$ cat config.mk
export PLATFORM = sky130hd
export DESIGN_NAME = decode_stage
export DESIGN_NICKNAME = d
export VERILOG_FILES = /design/src/rtl/decode_stage.sv
export SDC_FILE = /design/constraint.sdc
export NUM_CORES = 1
export LEC_CHECK = 0
export BUFFER_PORTS_ARGS = -buffer_cell sky130_fd_sc_hd__buf_2
export CORE_ASPECT_RATIO = 1.2
export CORE_MARGIN = 8
export CORE_UTILIZATION = 45
export DETAILED_ROUTE_END_ITERATION = 12
export GPL_TIMING_DRIVEN = 0
export PLACE_DENSITY = 0.76
export SYNTH_ARGS = -nofsm -noshare
export SYNTH_HDL_FRONTEND = slang
export SYNTH_SLANG_ARGS = --single-unit
export TNS_END_PERCENT = 5
$ cat constraint.sdc
create_clock -name Clk -period 4.9 [get_ports Clk]
set_input_delay 1.47 -clock Clk [delete_from_list [all_inputs] [get_ports Clk]]
set_output_delay 1.47 -clock Clk [all_outputs]
set_load 0.01 [all_outputs]
$ cat src/rtl/decode_stage.sv
// ---------------------------------------------------------------------------
// decode_stage
//    Second stage of the micro pipeline, between fetch and execute.
//    Registers the fetched 16-bit instruction, decodes its fields and reads
//    two operands from the 8 x DW register file owned by this stage. Handles
//    write-back (with same-cycle read bypass), load-use hazard detection
//    (stalling fetch for one cycle) and squashing on branch flush.
//
// Ports
//    Clk, Rst          clock, synchronous active-high reset
//    if_instr/pc/valid fetched instruction, its PC, and its validity
//    flush             taken branch/jump in execute: squash this decode
//    ex_valid/is_load/rd  instruction currently in execute (hazard check)
//    wb_we/addr/data   register file write-back port
//    stall_if          combinational: fetch holds PC and instruction
//    id_*              registered decode outputs toward execute
//
// Instruction layout
//    [15:12] opcode  [11:9] rd  [8:6] rs1  [5:3] rs2  [2:0] aux
//    LOADI immediate lives in [7:0].
//
// State | meaning (implicit in id_valid)
//    RUN    | id_valid = 1, id_* carry a real instruction
//    BUBBLE | id_valid = 0, inserted on flush, load-use hazard or invalid fetch
// ---------------------------------------------------------------------------
module decode_stage #(
   parameter int DW  = 8,
   parameter int AW  = 3,
   parameter int PCW = 8
) (
   input  logic           Clk,
   input  logic           Rst,
   input  logic [15:0]    if_instr,
   input  logic [PCW-1:0] if_pc,
   input  logic           if_valid,
   input  logic           flush,
   input  logic           ex_valid,
   input  logic           ex_is_load,
   input  logic [AW-1:0]  ex_rd,
   input  logic           wb_we,
   input  logic [AW-1:0]  wb_addr,
   input  logic [DW-1:0]  wb_data,
   output logic           stall_if,
   output logic           id_valid,
   output logic [3:0]     id_op,
   output logic [AW-1:0]  id_rd,
   output logic [DW-1:0]  id_a,
   output logic [DW-1:0]  id_b,
   output logic [7:0]     id_imm,
   output logic [2:0]     id_aux,
   output logic [PCW-1:0] id_pc
);

   localparam logic [3:0] OP_NOP   = 4'h0;
   localparam logic [3:0] OP_ADD   = 4'h1;
   localparam logic [3:0] OP_SUB   = 4'h2;
   localparam logic [3:0] OP_AND   = 4'h3;
   localparam logic [3:0] OP_OR    = 4'h4;
   localparam logic [3:0] OP_NOT   = 4'h5;
   localparam logic [3:0] OP_LOADI = 4'h6;
   localparam logic [3:0] OP_LOAD  = 4'h7;
   localparam logic [3:0] OP_STORE = 4'h8;
   localparam logic [3:0] OP_BRZ   = 4'h9;
   localparam logic [3:0] OP_BRNZ  = 4'hA;
   localparam logic [3:0] OP_JMP   = 4'hB;
   localparam logic [3:0] OP_INOUT = 4'hC;

   localparam int NREG = 1 << AW;

   // ------------------------------------------------------------------
   // Field extraction
   // ------------------------------------------------------------------
   logic [3:0]    f_op;
   logic [AW-1:0] f_rd;
   logic [AW-1:0] f_rs1;
   logic [AW-1:0] f_rs2;
   logic [2:0]    f_aux;
   logic [7:0]    f_imm;

   assign f_op  = if_instr[15:12];
   assign f_rd  = if_instr[11:9];
   assign f_rs1 = if_instr[8:6];
   assign f_rs2 = if_instr[5:3];
   assign f_aux = if_instr[2:0];
   assign f_imm = if_instr[7:0];

   // ------------------------------------------------------------------
   // Source usage; unknown opcodes collapse to NOP but keep id_valid
   // ------------------------------------------------------------------
   logic       rs1_used;
   logic       rs2_used;
   logic [3:0] op_dec;

   always_comb begin
      rs1_used = 1'b0;
      rs2_used = 1'b0;
      op_dec   = f_op;
      case (f_op)
         OP_ADD, OP_SUB, OP_AND, OP_OR: begin
            rs1_used = 1'b1;
            rs2_used = 1'b1;
         end
         OP_NOT, OP_JMP, OP_INOUT: begin
            rs1_used = 1'b1;
         end
         OP_STORE, OP_BRZ, OP_BRNZ: begin
            rs1_used = 1'b1;
            rs2_used = 1'b1;
         end
         OP_LOAD: begin
            rs2_used = 1'b1;
         end
         OP_LOADI, OP_NOP: begin
            rs1_used = 1'b0;
         end
         default: begin
            op_dec = OP_NOP;
         end
      endcase
   end

   // ------------------------------------------------------------------
   // Register file with write-back bypass on read
   // ------------------------------------------------------------------
   logic [DW-1:0] rf_q [NREG];
   logic [DW-1:0] rf_d [NREG];
   logic [DW-1:0] rd_a;
   logic [DW-1:0] rd_b;

   always_comb begin
      rf_d = rf_q;
      if (wb_we) begin
         rf_d[wb_addr] = wb_data;
      end
   end

   always_ff @(posedge Clk) begin
      if (Rst) begin
         for (int i = 0; i < NREG; i++) begin
            rf_q[i] <= '0;
         end
      end else begin
         rf_q <= rf_d;
      end
   end

   always_comb begin
      rd_a = rf_q[f_rs1];
      rd_b = rf_q[f_rs2];
      if (wb_we && (wb_addr == f_rs1)) begin
         rd_a = wb_data;
      end
      if (wb_we && (wb_addr == f_rs2)) begin
         rd_b = wb_data;
      end
   end

   // ------------------------------------------------------------------
   // Load-use hazard. A LOAD leaves execute on the next edge, so the
   // stall is inherently one cycle; no counter is needed. Flush wins,
   // and reset suppresses the stall so fetch is never held in reset.
   // ------------------------------------------------------------------
   logic hz;

   assign hz = if_valid & ex_valid & ex_is_load &
               ((rs1_used & (f_rs1 == ex_rd)) | (rs2_used & (f_rs2 == ex_rd)));

   assign stall_if = hz & ~flush & ~Rst;

   // ------------------------------------------------------------------
   // Pipeline register
   // ------------------------------------------------------------------
   logic           valid_q, valid_d;
   logic [3:0]     op_q,    op_d;
   logic [AW-1:0]  rd_q,    rd_d;
   logic [DW-1:0]  a_q,     a_d;
   logic [DW-1:0]  b_q,     b_d;
   logic [7:0]     imm_q,   imm_d;
   logic [2:0]     aux_q,   aux_d;
   logic [PCW-1:0] pc_q,    pc_d;

   always_comb begin
      valid_d = valid_q;
      op_d    = op_q;
      rd_d    = rd_q;
      a_d     = a_q;
      b_d     = b_q;
      imm_d   = imm_q;
      aux_d   = aux_q;
      pc_d    = pc_q;
      if (flush) begin
         // Squash only; payload is don't-care so it is simply held.
         valid_d = 1'b0;
      end else if (hz) begin
         valid_d = 1'b0;
         op_d    = OP_NOP;
      end else begin
         valid_d = if_valid;
         op_d    = op_dec;
         rd_d    = f_rd;
         a_d     = rd_a;
         b_d     = rd_b;
         imm_d   = f_imm;
         aux_d   = f_aux;
         pc_d    = if_pc;
      end
   end

   always_ff @(posedge Clk) begin
      if (Rst) begin
         valid_q <= 1'b0;
         op_q    <= '0;
         rd_q    <= '0;
         a_q     <= '0;
         b_q     <= '0;
         imm_q   <= '0;
         aux_q   <= '0;
         pc_q    <= '0;
      end else begin
         valid_q <= valid_d;
         op_q    <= op_d;
         rd_q    <= rd_d;
         a_q     <= a_d;
         b_q     <= b_d;
         imm_q   <= imm_d;
         aux_q   <= aux_d;
         pc_q    <= pc_d;
      end
   end

   assign id_valid = valid_q;
   assign id_op    = op_q;
   assign id_rd    = rd_q;
   assign id_a     = a_q;
   assign id_b     = b_q;
   assign id_imm   = imm_q;
   assign id_aux   = aux_q;
   assign id_pc    = pc_q;

endmodule

==> reports/results.md <==
| Item | Value |
|:---|:---|
| Largest vdd supply drop | 0.150 mV |
| # hold bufs at CTS | 0 |
| Worst clock skew on the final layout | 0.00860 ns |
| Type of the worst setup path | primary input to primary output |
| Final weighted congestion in routability-driven placement | 0.981 |
| DRC errors left | 0 |
| Register bit count reported by yosys | 104 |
| CTS HTree Levels | 3 |
| Diodes inserted | 0 |
| Final Hold Viols | 0 |
| Sequential area share after synthesis | 39.1% |
| Average via count per standard cell | 5.88 |
| Crit Path Max Fanout | 10 |
| Floorplan die area | 15600 µm² |
| Global-route total usage across every layer | 21.3% |
| Number of buffers added by the clock tree synthesis step | 9 |
| Number of max-slew violations in the final report | 0 |
| Crit path largest cell delay | 0.57 ns |
| Cell Area, Synth | 5320 µm² |
| Count of port buffers added during placement | 74 |
| Share of total power consumed by net switching | 27.8% |
| Sequential standard cell area | 2080 µm² |
| Post-CTS repair timing setup buffer count | 0 |
| Setup crit start kind | primary input |
| DR WL/cell | 19.1 µm |
| Worst-case headroom to the max-slew limit | 21.0% |
| Total routed wirelength | 16700 µm |
| Dominant delay contributor by cell family on the critical path | buffers and inverters |
| Synthesized instance count | 625 |
| Start of the worst register-to-register path | rf_q[3] |
| Clock Latency Late Sink | 0.36 ns |
| Switching power summed over all nets | 0.000536 W |
| Fraction of power consumed by combinational cells | 14.8% |
| Initial Utilization | 46.0% |
| First-pass GRT wire length | 25700 µm |
| Placed cell count | 856 |
| Slew of the pin with the lowest slew margin | 1.18 ns |
| Estimated wirelength of the detail-placed design | 12200 µm |
| Count of boundary I/O pins | 89 |
| Crit end category | primary output |
| Antenna Violating Nets Remaining | 0 |
| Vias after detailed routing | 5131 |
| Buffer type at the clock tree root | sky130_fd_sc_hd__clkbuf_16 |
| Outcome | complete, no violations |
| Net count of the finished layout | 755 |
| First drt pass iteration count | 6 |
| Sequential fraction of design power | 46.6% |
| Setup repair after global routing missed its margin | no |
| Critical path data required time | 3.43 ns |
| Ys async rst share | 0% |
| Most used flip-flop cell after synthesis | sky130_fd_sc_hd__dfxtp_1 |
| Number of fillers in the final layout | 1025 |
| Cell type of the slowest stage on the worst timing path | sky130_fd_sc_hd__clkbuf_1 |
| Worst Setup Slack post-DPL | 0.586 ns |
| Clock slew seen by the registers of the worst setup and hold paths | 0.07 ns |
| CP startpoint | Rst |
| Number of non-filler instances in the completed layout | 872 |
| Startpoint of the tightest hold check path | id_op[3] |
| Core Footprint | 11600 µm² |
| Final Setup Violations | 0 |
| Crit path cell chain | buf_2, clkbuf_1, clkbuf_1, nor3_1, buf_2 |
| Antenna violations before repair | 0 |
| Drt initial violations | 495 |
| Die Ht | 135 µm |
| Final worst hold slack | 0.463 ns |
| Post-Syn Area per Cell | 8.51 µm² |
| Synthesized netlist net count | 670 |
| Horizontal die dimension | 115 µm |
| Utilization after layout | 53.5% |
| Total buffers and inverters traversed by the critical path | 4 |
| Fraction of layout cells with a size suffix above 1 | 24.5% |
| Maximum clock rate | 0.230 GHz |
| Post-layout worst setup margin | 0.559 ns |
| Largest net degree at the start of global routing | 19 |
| Class of the tightest hold or removal check | flip-flop to flip-flop |
| Pwr dens | 311 nW/µm² |
| Area added between synthesis and finish | 16.4% |
| Aggregate global routing overflow | 0 |
| Setup TNS Final | 0 ns |
| Internal Power | 0.00139 W |
| Floorplan row count | 43 |
| Number of maximum-capacitance violations | 0 |
| Fin crit share | 88.6% |
| Syn. warnings | 0 |
| Number of flops mapped to enable cells by yosys | 0 |
| Leakage component of the power | 2.30 nW |
| Portion of total power attributed to the clock network | 38.6% |
| Area of combinational cells with multiple inputs | 2920 µm² |
| Gates resized, CTS repair | 0 |
| Clk buf depth | 2 |
| CTS tree | yes |
| Endpoint arrival time on the critical path | 2.87 ns |
| Number of global-route vias before repair | 4810 |
| Time the worst path needs with I/O delays and setup | 4.34 ns |
| Unique masters post-synth | 38 |
| Num Clock Sinks | 104 |
==> cells by family after synthesis <==
logic type	synth area share, %
and+or+nand+nor	18.6
AOI/OAI and AO/OA	20.7
muxes	13.6
buffers and inverters	6.00
xor gates and xnor gates	1.98
DFF	39.1
==> through the flow <==
stage	instance area, µm²	total power [W]
after floorplan	5320	0.00110
after global placement	5890	0.00119
final	6190	0.00193
after global routing	6190	0.00200
after detailed placement	5890	0.00120
after CTS	6190	0.00192
==> flip-flops by register name, indices dropped and copies added (netlist names) <==
register,count
id_a,8
id_b,8
id_imm,8
id_op,4
id_pc,8
id_rd,3
id_valid,1
rf_q,64
==> path summary, 6_finish.rpt <==
path | slack, ns | end | cells past startpoint
setup / recovery | 0.56 | stall_if | 5
hold / removal | 0.46 | id_op[3] | 1
setup reg to reg | 3.39 | id_b[3] | 5
hold reg to reg | 0.46 | id_op[3] | 1
==> synth_stat cells, types with 10 or more instances <==
library cell | instances | area share [%]
sky130_fd_sc_hd__mux2i_1 | 16 | 3.0
sky130_fd_sc_hd__nor2b_1 | 12 | 1.4
sky130_fd_sc_hd__buf_4 | 10 | 1.4
sky130_fd_sc_hd__a21oi_2 | 10 | 1.6
sky130_fd_sc_hd__nor3_1 | 19 | 1.8
sky130_fd_sc_hd__dfxtp_1 | 104 | 39
sky130_fd_sc_hd__nor2_1 | 17 | 1.2
sky130_fd_sc_hd__mux2_2 | 16 | 3.4
sky130_fd_sc_hd__o21ai_0 | 23 | 2.2
sky130_fd_sc_hd__clkbuf_1 | 28 | 2.0
sky130_fd_sc_hd__a21oi_1 | 105 | 9.9
sky130_fd_sc_hd__nand3_1 | 24 | 2.3
sky130_fd_sc_hd__a211oi_2 | 12 | 2.8
sky130_fd_sc_hd__nand2_1 | 137 | 9.7
sky130_fd_sc_hd__xnor2_1 | 12 | 2.0
sky130_fd_sc_hd__mux4_2 | 17 | 7.2
sky130_fd_sc_hd__buf_2 | 11 | 1.0
==> cell type report <==
cell class,instances,area share [%]
Clock buffer,9,3.64
Multi-Input combinational cell,464,47.1
Inverter,1,0.0606
Tap cell,157,3.17
Sequential cell,104,33.6
Timing Repair Buffer,74,5.98
Buffer,56,5.09
Clock inverter,7,1.31
==> cell usage in the layout (no fill, tap or decap), drive strengths merged, types with 17 or more instances in the layout <==
cell type  count
dfxtp        104
o21ai         23
nor3          19
nand2        137
mux4          17
clkbuf        37
nand3         24
nor2          18
a21oi        115
buf          102
==> layer usage <==
layer | vias up | part of all wire [%] | GRT usage (%)
met4 | 0 | 4.8 | 12.9
met5 | - | 0 | 0
met2 | 302 | 47 | 34.0
met3 | 55 | 10 | 5.54
met1 | 2410 | 38 | 24.9
li1 | 2364 | - | -
==> power groups by stage <==
| stage | logic, W | registers (W) | clock network (W) |
|---|---|---|---|
| 5_1_grt | 0.000307 | 0.000901 | 0.000791 |
| 3_5_place_dp | 0.000279 | 0.000917 | 0 |
| 6_report | 0.000285 | 0.000898 | 0.000744 |
| 3_3_place_gp | 0.000271 | 0.000915 | 0 |
| 4_1_cts | 0.000282 | 0.000897 | 0.000745 |
| 2_1_floorplan | 0.000177 | 0.000922 | 0 |
Power figures use the tool's default switching activity.
